`src/rtl/pulse_burst_pkg.sv`:
```
// Shared types and helpers for the pulse burst controller.
// Build option: PULSE_BURST_CONTINUOUS_EN (see pulse_burst_ctrl.sv).
package pulse_burst_pkg;

   localparam int CNT_W_DEF   = 16;
   localparam int BURST_W_DEF = 8;

   typedef enum logic [1:0] {
      IDLE = 2'd0,
      RUN  = 2'd1,
      DONE = 2'd2
   } state_t;

   // A burst is runnable when the high time is at least one cycle, the low
   // time is at least one cycle (P > W) and the pulse count is non-zero,
   // unless zero is allowed as the "endless" encoding. Callers zero-extend.
   function automatic logic cfg_valid(input logic [31:0] period,
                                      input logic [31:0] width,
                                      input logic [31:0] count,
                                      input logic        allow_zero_count);
      return (width != 32'd0) && (period > width) &&
             (allow_zero_count || (count != 32'd0));
   endfunction

endpackage

```
`src/rtl/pulse_phase_counter.sv`:
```
// Loadable modulo-P phase counter for the pulse burst controller.
// The phase register holds the phase of the current cycle; 'high' reports
// whether the phase of the following cycle falls inside the high window,
// so a registered pulse output driven from it lines up with 'phase'.
module pulse_phase_counter
   import pulse_burst_pkg::*;
#(
   parameter int CNT_W = CNT_W_DEF
) (
   input  logic             clk,
   input  logic             rst_n,
   input  logic             clr,
   input  logic             en,
   input  logic [CNT_W-1:0] period,
   input  logic [CNT_W-1:0] width,
   output logic             wrap,
   output logic             high
);

   localparam logic [CNT_W-1:0] ONE = CNT_W'(1);

   logic [CNT_W-1:0] phase;
   logic [CNT_W-1:0] phase_nxt;

   assign wrap = en && (phase == (period - ONE));

   // Next phase: clear wins, then wrap to zero, otherwise count while enabled.
   always_comb begin
      phase_nxt = phase;
      if (clr) begin
         phase_nxt = '0;
      end else if (wrap) begin
         phase_nxt = '0;
      end else if (en) begin
         phase_nxt = phase + ONE;
      end
   end

   assign high = (phase_nxt < width);

   // Phase register.
   always_ff @(posedge clk or negedge rst_n) begin
      if (!rst_n) begin
         phase <= '0;
      end else begin
         phase <= phase_nxt;
      end
   end

endmodule

```
`src/rtl/pulse_burst_ctrl.sv`:
```
// Programmable pulse burst sequencer: N pulses, W cycles high, every P cycles.
// Build option PULSE_BURST_CONTINUOUS_EN: when defined, cfg_count = 0 is an
// accepted endless burst that runs until stop (pulse_idx wraps, no done).
// When undefined, cfg_count = 0 is rejected with cfg_err.
module pulse_burst_ctrl
   import pulse_burst_pkg::*;
#(
   parameter int CNT_W   = CNT_W_DEF,
   parameter int BURST_W = BURST_W_DEF
) (
   input  logic               clk,
   input  logic               rst_n,
   input  logic               start,
   input  logic               stop,
   input  logic [CNT_W-1:0]   cfg_period,
   input  logic [CNT_W-1:0]   cfg_width,
   input  logic [BURST_W-1:0] cfg_count,
   output logic               pulse_out,
   output logic               busy,
   output logic               done,
   output logic               cfg_err,
   output logic [BURST_W-1:0] pulse_idx
);

`ifdef PULSE_BURST_CONTINUOUS_EN
   localparam logic ALLOW_ZERO_COUNT = 1'b1;
`else
   localparam logic ALLOW_ZERO_COUNT = 1'b0;
`endif

   localparam logic [BURST_W-1:0] IDX_ONE = BURST_W'(1);

   state_t             state;
   logic [CNT_W-1:0]   period_q;
   logic [CNT_W-1:0]   width_q;
   logic [BURST_W-1:0] count_q;

   logic cfg_ok;
   logic last_pulse;
   logic wrap;
   logic high;
   logic cnt_en;
   logic cnt_clr;

   assign cfg_ok = cfg_valid(32'(cfg_period), 32'(cfg_width), 32'(cfg_count),
                             ALLOW_ZERO_COUNT);

`ifdef PULSE_BURST_CONTINUOUS_EN
   // A latched count of zero never terminates the burst.
   assign last_pulse = (count_q != '0) && (pulse_idx == count_q);
`else
   assign last_pulse = (pulse_idx == count_q);
`endif

   // Counter only advances in RUN; any abort or non-RUN cycle parks it at 0
   // so the next accepted start begins on phase 0.
   assign cnt_en  = (state == RUN);
   assign cnt_clr = (state != RUN) || stop;

   pulse_phase_counter #(
      .CNT_W (CNT_W)
   ) u_phase (
      .clk    (clk),
      .rst_n  (rst_n),
      .clr    (cnt_clr),
      .en     (cnt_en),
      .period (period_q),
      .width  (width_q),
      .wrap   (wrap),
      .high   (high)
   );

   // Control FSM with registered status and pulse outputs.
   always_ff @(posedge clk or negedge rst_n) begin
      if (!rst_n) begin
         state     <= IDLE;
         period_q  <= '0;
         width_q   <= '0;
         count_q   <= '0;
         pulse_out <= 1'b0;
         busy      <= 1'b0;
         done      <= 1'b0;
         cfg_err   <= 1'b0;
         pulse_idx <= '0;
      end else begin
         done    <= 1'b0;
         cfg_err <= 1'b0;
         case (state)
            IDLE: begin
               pulse_out <= 1'b0;
               busy      <= 1'b0;
               // stop has priority over a simultaneous start
               if (start && !stop) begin
                  if (cfg_ok) begin
                     period_q  <= cfg_period;
                     width_q   <= cfg_width;
                     count_q   <= cfg_count;
                     state     <= RUN;
                     busy      <= 1'b1;
                     pulse_out <= 1'b1;   // W >= 1, so phase 0 is always high
                     pulse_idx <= IDX_ONE;
                  end else begin
                     cfg_err <= 1'b1;
                  end
               end
            end
            RUN: begin
               if (stop) begin
                  state     <= IDLE;
                  busy      <= 1'b0;
                  pulse_out <= 1'b0;
               end else if (wrap && last_pulse) begin
                  state     <= DONE;
                  pulse_out <= 1'b0;
                  done      <= 1'b1;
               end else begin
                  pulse_out <= high;
                  if (wrap) begin
                     pulse_idx <= pulse_idx + IDX_ONE;
                  end
               end
            end
            DONE: begin
               state     <= IDLE;
               busy      <= 1'b0;
               pulse_out <= 1'b0;
            end
            default: begin
               state     <= IDLE;
               busy      <= 1'b0;
               pulse_out <= 1'b0;
            end
         endcase
      end
   end

endmodule

```
`config.mk`:
```
export PLATFORM = sky130hd
export DESIGN_NAME = pulse_burst_ctrl
export DESIGN_NICKNAME = d
export VERILOG_FILES = /design/src/rtl/pulse_burst_pkg.sv /design/src/rtl/pulse_phase_counter.sv /design/src/rtl/pulse_burst_ctrl.sv
export SDC_FILE = /design/constraint.sdc
export NUM_CORES = 1
export LEC_CHECK = 0
export ABC_AREA = 1
export ABC_CLOCK_PERIOD_IN_PS = 7100
export BUFFER_PORTS_ARGS = -buffer_cell sky130_fd_sc_hd__buf_2
export CAP_MARGIN = 25
export CORE_MARGIN = 1.5
export CORE_UTILIZATION = 59
export DETAILED_ROUTE_END_ITERATION = 8
export PLACE_DENSITY = 0.81
export SKIP_LAST_GASP = 1
export SLEW_MARGIN = 10
export SYNTH_ARGS = -nofsm -noshare
export SYNTH_HDL_FRONTEND = slang
export SYNTH_SLANG_ARGS = --single-unit
```
`constraint.sdc`:
```
create_clock -name clk -period 7.1 [get_ports clk]
set_clock_uncertainty 0.2 [all_clocks]
set_input_delay 0.71 -clock clk [delete_from_list [all_inputs] [get_ports clk]]
set_output_delay 0.71 -clock clk [all_outputs]
set_load 0.02 [all_outputs]
```
Yosys cells after proc, flatten, opt, wreduce, memory -nomap -nowiden --
Cells that the tools add are included.
Cells by class: order comparisons 2, muxes and demuxes 27, reductions and logical operators 14, eq/ne operators 11, $add $sub $neg 3
Operators with widths (number):
- two-way mux 16 bit | 3
- two-way mux 8 bit | 5
- adder 16 x 1 -> 16 bit, second input constant | 1
- equality test 16 bit | 1
- greater-than comparator 16 bit | 1
- < comparator 16 bit | 1
- case mux 8 bit (2 select lines) | 1
- nonzero test 16 bit | 1
- subtractor 16 x 1 -> 16 bit, second input constant | 1
- != test 2 bit, second input constant | 6
- two-way mux 1 bit | 11
- adder 8 x 1 -> 8 bit, second input constant | 1
- equality test 8 bit | 1
- two-way mux 2 bit | 4
- nonzero test 8 bit | 1
- AND reduction 3 bit | 2
- AND reduction 6 bit | 1
- logical AND 1 bit | 5
- case mux 1 bit (2 select lines) | 2
- case mux 2 bit (2 select lines) | 1
- != test 3 bit, second input constant | 1
- equality test 2 x 1 -> 1 bit, second input constant | 1
- logical NOT 2 bit | 1
- != test 2 x 1 -> 1 bit, second input constant | 1
- other kinds (3) | 3
Word-level totals: bits of input ports 44, bits in registers 70, logic and storage cells 67

Logic depth before layout (Yosys ltp) --
word-level depth 9, gate-level depth with buffers 27, depth with buffers taken out 26

By module --
A second synthesis with hierarchy kept.
Second synthesis, totals: cells, all modules 669, area total of the unflattened synthesis 4857.2 sq um
Modules (own cells, without submodules):
- pulse_burst_ctrl | times used 1, seq. area each 1351.3 sq um, cells an instance 364, area each 2914.0 sq um
- pulse_phase_counter | times used 1, seq. area each 400.4 sq um, cells an instance 305, area each 1943.1 sq um

Worst setup path before layout --
No wires, ideal clock.
path kind reg-to-reg, start point reg period_q[0], end point reg pulse_out, period minus slack after synthesis 3154 ps, slack 3946 ps, stages on the path, launching flop included 26, path buffers 1, library setup time 65 ps, arrival 2889 ps, cells stage by stage dfrtp_1 -> inv_2 -> ha_1 -> nand2_1 -> nor2_2 -> nand2_1 -> nand2_1 -> nand3_1 -> nand2_1 -> nor2_1 -> nand2_1 -> nor2_1 -> nand2_2 -> clkinv_2 -> nor2_1 -> clkbuf_1 -> nand3_1 -> inv_1 -> ha_1 -> a21oi_1 -> nor2_1 -> a211oi_1 -> o221ai_1 -> nor2_1 -> nand2_1 -> nand2_1
Between the ends: word-level cells in the longest chain between the ends 9, elaborated cells between the ends (all ways) 10, those cells by class add/sub: 1; order compare: 1; eq/ne: 1; mux: 5; reduce/logical: 2
Ends and longest elaborated chain:
- start: declaration | line pulse_burst_ctrl.sv:34 | logic [CNT_W-1:0] period_q;
- start signal: assignment | line pulse_burst_ctrl.sv:95 | period_q <= cfg_period;
- subtractor 16 x 1 -> 16 bit | line pulse_phase_counter.sv:25 | assign wrap = en && (phase == (period - ONE));
- equality test 16 bit | line pulse_phase_counter.sv:25
- logical AND 1 bit | line pulse_phase_counter.sv:25
- two-way mux 16 bit | line pulse_phase_counter.sv:32 | end else if (wrap) begin
- two-way mux 16 bit | line pulse_phase_counter.sv:30 | if (clr) begin
- net u_phase.phase_nxt[9] | line pulse_phase_counter.sv:23 | logic [CNT_W-1:0] phase_nxt;
- < comparator 16 bit | line pulse_phase_counter.sv:39 | assign high = (phase_nxt < width);
- two-way mux 1 bit | line pulse_burst_ctrl.sv:112 | end else if (wrap && last_pulse) begin
- two-way mux 1 bit | line pulse_burst_ctrl.sv:108 | if (stop) begin
- case mux 1 bit (2 select lines) | line pulse_burst_ctrl.sv:88 | case (state)
- end signal: assignment | line pulse_burst_ctrl.sv:117 | pulse_out <= high;
- end: declaration | line pulse_burst_ctrl.sv:18 | output logic pulse_out,
The timed path passes the listed nets, and every way through them passes these cells. A chain may end at the register's enable or synchronous reset.

Worst setup path after layout --
Ends and elaborated chain as after synthesis.

==> impl_results.md <==
* Total CTS buffers at 9
* Worst endpoint required time at 7.19 ns
* CP Depth at 24
* CTS tree: yes
* Number of clock sinks at 70
* Peak ir drop on the vdd network at 0.000285 V
* Area growth from synthesis to final layout at 11.2%
* Depth of the worst hold-timing path at 2
* Commonest cells post-synth: 161 x sky130_fd_sc_hd__nand2_1, 96 x sky130_fd_sc_hd__inv_1, 70 x sky130_fd_sc_hd__dfrtp_1, 51 x sky130_fd_sc_hd__nor2_1, 37 x sky130_fd_sc_hd__nand3_1
* 1st-pass router iterations at 4
* Global route overflow at 0
* Core region area at 0.00773 mm2
* Power density of the placed cells at 320 mW/mm2
* H-tree levels at 3
* Multiplexer area fraction after synthesis at 0
* Drt first-iter violations at 285
* Clock Latency Late Sink at 0.35 ns
* Die Area at 0.00850 mm2
* Half-perimeter wire length after placement at 8.67 mm
* WL per Instance at 14.5 um
* Summed negative setup slack over all endpoints at 0 ns
* Share of the cycle needed by the critical path after routing at 0.568
* Final estimated routing congestion in global placement at 0.917
* Die width at 92.2 um
* Compound-gate portion of the synthesized area at 0.105
* Area fraction in and, or, nand and nor cells after synthesis at 0.288
* R2R cell count at 24
* Cell seen most often among critical-path stages: sky130_fd_sc_hd__nand2_1
* Highest fanout seen on the critical path at 12
* Nature of the critical path startpoint: register
* Leakage at 2.91 nW
* Synthesized area at 0.00469 mm2
* Bufs on Longest Clock Path at 2
* Total count of hold-check failures in the final report at 0
* Final setup violation count at 0
* Cell row count at 32
* Non-filler cells, final at 774
* Filler Cells Inserted at 623
* Final critical path time including I/O delays and setup at 4.03 ns
* Total wirelength of the detailed-routed design at 11.2 mm
* Yosys Warn Count at 0
* Run status: finished clean
* Post-Synth Adder-Cell Area at 0.0906
* Antenna violations before repair at 0
* Unrepaired setup endpoints after global routing: false
* Via-to-Cell Ratio at 5.38
* Total number of vias at 4164
* Setup slack of the worst register-to-register path at 3.07 ns
* Maximum clock frequency at 248 MHz
* Worst setup startpoint: period_q[0]
* Type of the worst setup path: register to register
* Largest net degree at the start of global routing at 71
* Die Y-Extent at 92.2 um
* Worst flop-to-flop path startpoint: period_q[0]
* Synthesized netlist net count at 687
* DRC at 0
* Slowest stage delay, CP at 0.63 ns
* Number of nets in the final layout at 745
* Tightest hold margin at 0.282 ns
* Number of synthesized register bits at 70
* Most instantiated flip-flop cell in the synthesis netlist: sky130_fd_sc_hd__dfrtp_1
* Area contributors post-synth: sky130_fd_sc_hd__dfrtp_1 37%, sky130_fd_sc_hd__nand2_1 13%, sky130_fd_sc_hd__ha_1 9.1%, sky130_fd_sc_hd__inv_1 7.7%, sky130_fd_sc_hd__o21ai_2 4.3%
* Async set-reset flop share out of synthesis at 1.00
* Number of max-cap violations at 0
* Routed Antenna Nets at 0
* Largest area contributor in the netlist: sky130_fd_sc_hd__dfrtp_1
* Data arrival time of the worst path at 4.12 ns
* Count leader, synth: sky130_fd_sc_hd__nand2_1
* Layout cells sized above 1 at 0.179
* Count of instances resized after the clock tree is built at 0
* I/O Buffers at 55
* HP Class: register to register
* Transition time at the pin with the least slew margin at 0.907 ns
* R2R Path End: pulse_out
* Via count of the first global-routing pass at 4154
* Worst rel slew slack at 0.395
* Worst setup path endpoint: pulse_out
* Placed cells at 758
* Cells along the critical path: inv_2 -> ha_1 -> nand2_1 -> nor2_2 -> nand2_1 -> nand2_1 -> nand3_1 -> nand2_1 -> nor2_1 -> nand2_1 -> nor2_1 -> nand2_2 -> clkinv_2 -> nor2_1 -> nand3_1 -> inv_1 -> ha_1 -> a21oi_1 -> nor2_1 -> a211oi_1 -> o221ai_1 -> nor2_1 -> nand2_1 -> nand2_1
* Clock edge transition at the registers on the reported setup and hold paths at 0.08 ns
* Post-synth top area share at 0.373
* Starting density of the core at 0.608
* Parity-gate share of the synthesized area counting xor and xnor cells at 0.0429
* CTS Hold Buffers Added at 0
* Avg Cell Area, Syn at 7.71 um2
* Count of inserted antenna diode cells at 0
* Global-route wire length before repair at 19.0 mm
* Slowest stage cell on the critical path: sky130_fd_sc_hd__nor2_1
* Type of element capturing the critical path: register
* Top cell family by delay on the critical path: simple AND/OR/NAND/NOR gates
* I/O pin count at 56
* Number of enable-type register cells in the synthesized netlist at 0
* Mapped Cells at 609
* Combined buffer and inverter count along the critical path at 3
* Post-CTS setup buffers at 0
* Unique masters post-synth at 42
* Number of slew-limit violations in the final report at 0
* Main combinational cell family by area after synthesis: simple AND/OR/NAND/NOR gates
* Register area share after synthesis at 0.373
* Root buffer selected by CTS: sky130_fd_sc_hd__clkbuf_8
* Combined global-route utilization of all metal layers at 0.287
## worst reg2reg max path: stages, from the launching register on
cell and delay [ns]:
sky130_fd_sc_hd__dfrtp_1 0.42, sky130_fd_sc_hd__inv_2 0.10, sky130_fd_sc_hd__ha_1 0.21, sky130_fd_sc_hd__nand2_1 0.11
sky130_fd_sc_hd__nor2_2 0.20, sky130_fd_sc_hd__nand2_1 0.11, sky130_fd_sc_hd__nand2_1 0.07, sky130_fd_sc_hd__nand3_1 0.06
sky130_fd_sc_hd__nand2_1 0.07, sky130_fd_sc_hd__nor2_1 0.04, sky130_fd_sc_hd__nand2_1 0.05, sky130_fd_sc_hd__nor2_1 0.05
sky130_fd_sc_hd__nand2_2 0.15, sky130_fd_sc_hd__clkinv_2 0.14, sky130_fd_sc_hd__nor2_1 0.63, sky130_fd_sc_hd__nand3_1 0.13
sky130_fd_sc_hd__inv_1 0.14, sky130_fd_sc_hd__ha_1 0.26, sky130_fd_sc_hd__a21oi_1 0.17, sky130_fd_sc_hd__nor2_1 0.06
sky130_fd_sc_hd__a211oi_1 0.20, sky130_fd_sc_hd__o221ai_1 0.14, sky130_fd_sc_hd__nor2_1 0.13, sky130_fd_sc_hd__nand2_1 0.07
sky130_fd_sc_hd__nand2_1 0.05
## cell type report
class | count | area, um2 | share of cell area
multi-input combinational | 428 | 2470 | 0.473
sequential | 70 | 1750 | 0.336
inverter | 102 | 389 | 0.0745
timing repair buffer | 56 | 283 | 0.0542
clock buffer | 12 | 155 | 0.0297
tap | 102 | 128 | 0.0244
clock inverter | 4 | 45.0 | 0.00863
## registers in the layout (all words and copies together) (netlist names)
name           cells
cfg_err            1
count_q            8
pulse_out          1
busy               1
width_q           16
u_phase.phase     16
state              2
done               1
period_q          16
pulse_idx          8
## layer usage
layer,vias to the layer above,track usage,share of wire
met5,-,0,0
met4,0,0.132,0.033
met3,27,0.0498,0.042
met2,120,0.464,0.48
met1,1948,0.375,0.45
li1,2069,-,-
## metrics by stage
step / total power, mW / instance area, um2 / worst slack, ns / util
after floorplan: 1.18 / 4690 / 3.95 / -
after global placement: 1.31 / 5020 / 3.20 / 0.650
after detailed placement: 1.34 / 5020 / 3.14 / 0.650
after CTS: 1.67 / 5220 / 3.12 / 0.676
after global routing: 1.81 / 5220 / 2.73 / 0.676
final: 1.67 / 5220 / 3.07 / 0.676
## report_power, final
part	total [mW]	internal, mW	switching, mW
combinational	0.700	0.252	0.448
sequential	0.636	0.523	0.113
clock	0.333	0.180	0.153
## worst min-delay path by stage
| stage | from | end | slack, ns |
|---|---|---|---|
| after global routing | busy | busy | 0.30 |
| after global placement | width_q[0] | width_q[0] | 0.26 |
| final | width_q[11] | width_q[11] | 0.28 |
| after floorplan | rst_n | busy | 0.21 |
| after detailed placement | width_q[11] | width_q[11] | 0.27 |
| after CTS | width_q[11] | width_q[11] | 0.29 |
## kinds of logic after synthesis
group                      Yosys count
AOI/OAI and AO/OA                   72
adders and majority gates           34
and+or+nand+nor                    299
xor gates and xnor gates            23
buffers and inverters              111
DFF                                 70
## cell usage in the layout (no fill, tap or decap), types with 15 or more instances in the layout
| master | n |
|---|---|
| sky130_fd_sc_hd__a21oi_1 | 15 |
| sky130_fd_sc_hd__xor2_1 | 18 |
| sky130_fd_sc_hd__o21ai_2 | 23 |
| sky130_fd_sc_hd__inv_1 | 96 |
| sky130_fd_sc_hd__nand3_1 | 37 |
| sky130_fd_sc_hd__dfrtp_1 | 70 |
| sky130_fd_sc_hd__o21ai_0 | 15 |
| sky130_fd_sc_hd__nor2_1 | 51 |
| sky130_fd_sc_hd__ha_1 | 34 |
| sky130_fd_sc_hd__buf_2 | 55 |
| sky130_fd_sc_hd__nand2_1 | 161 |
Note: power is estimated with default switching activity, not from simulation.
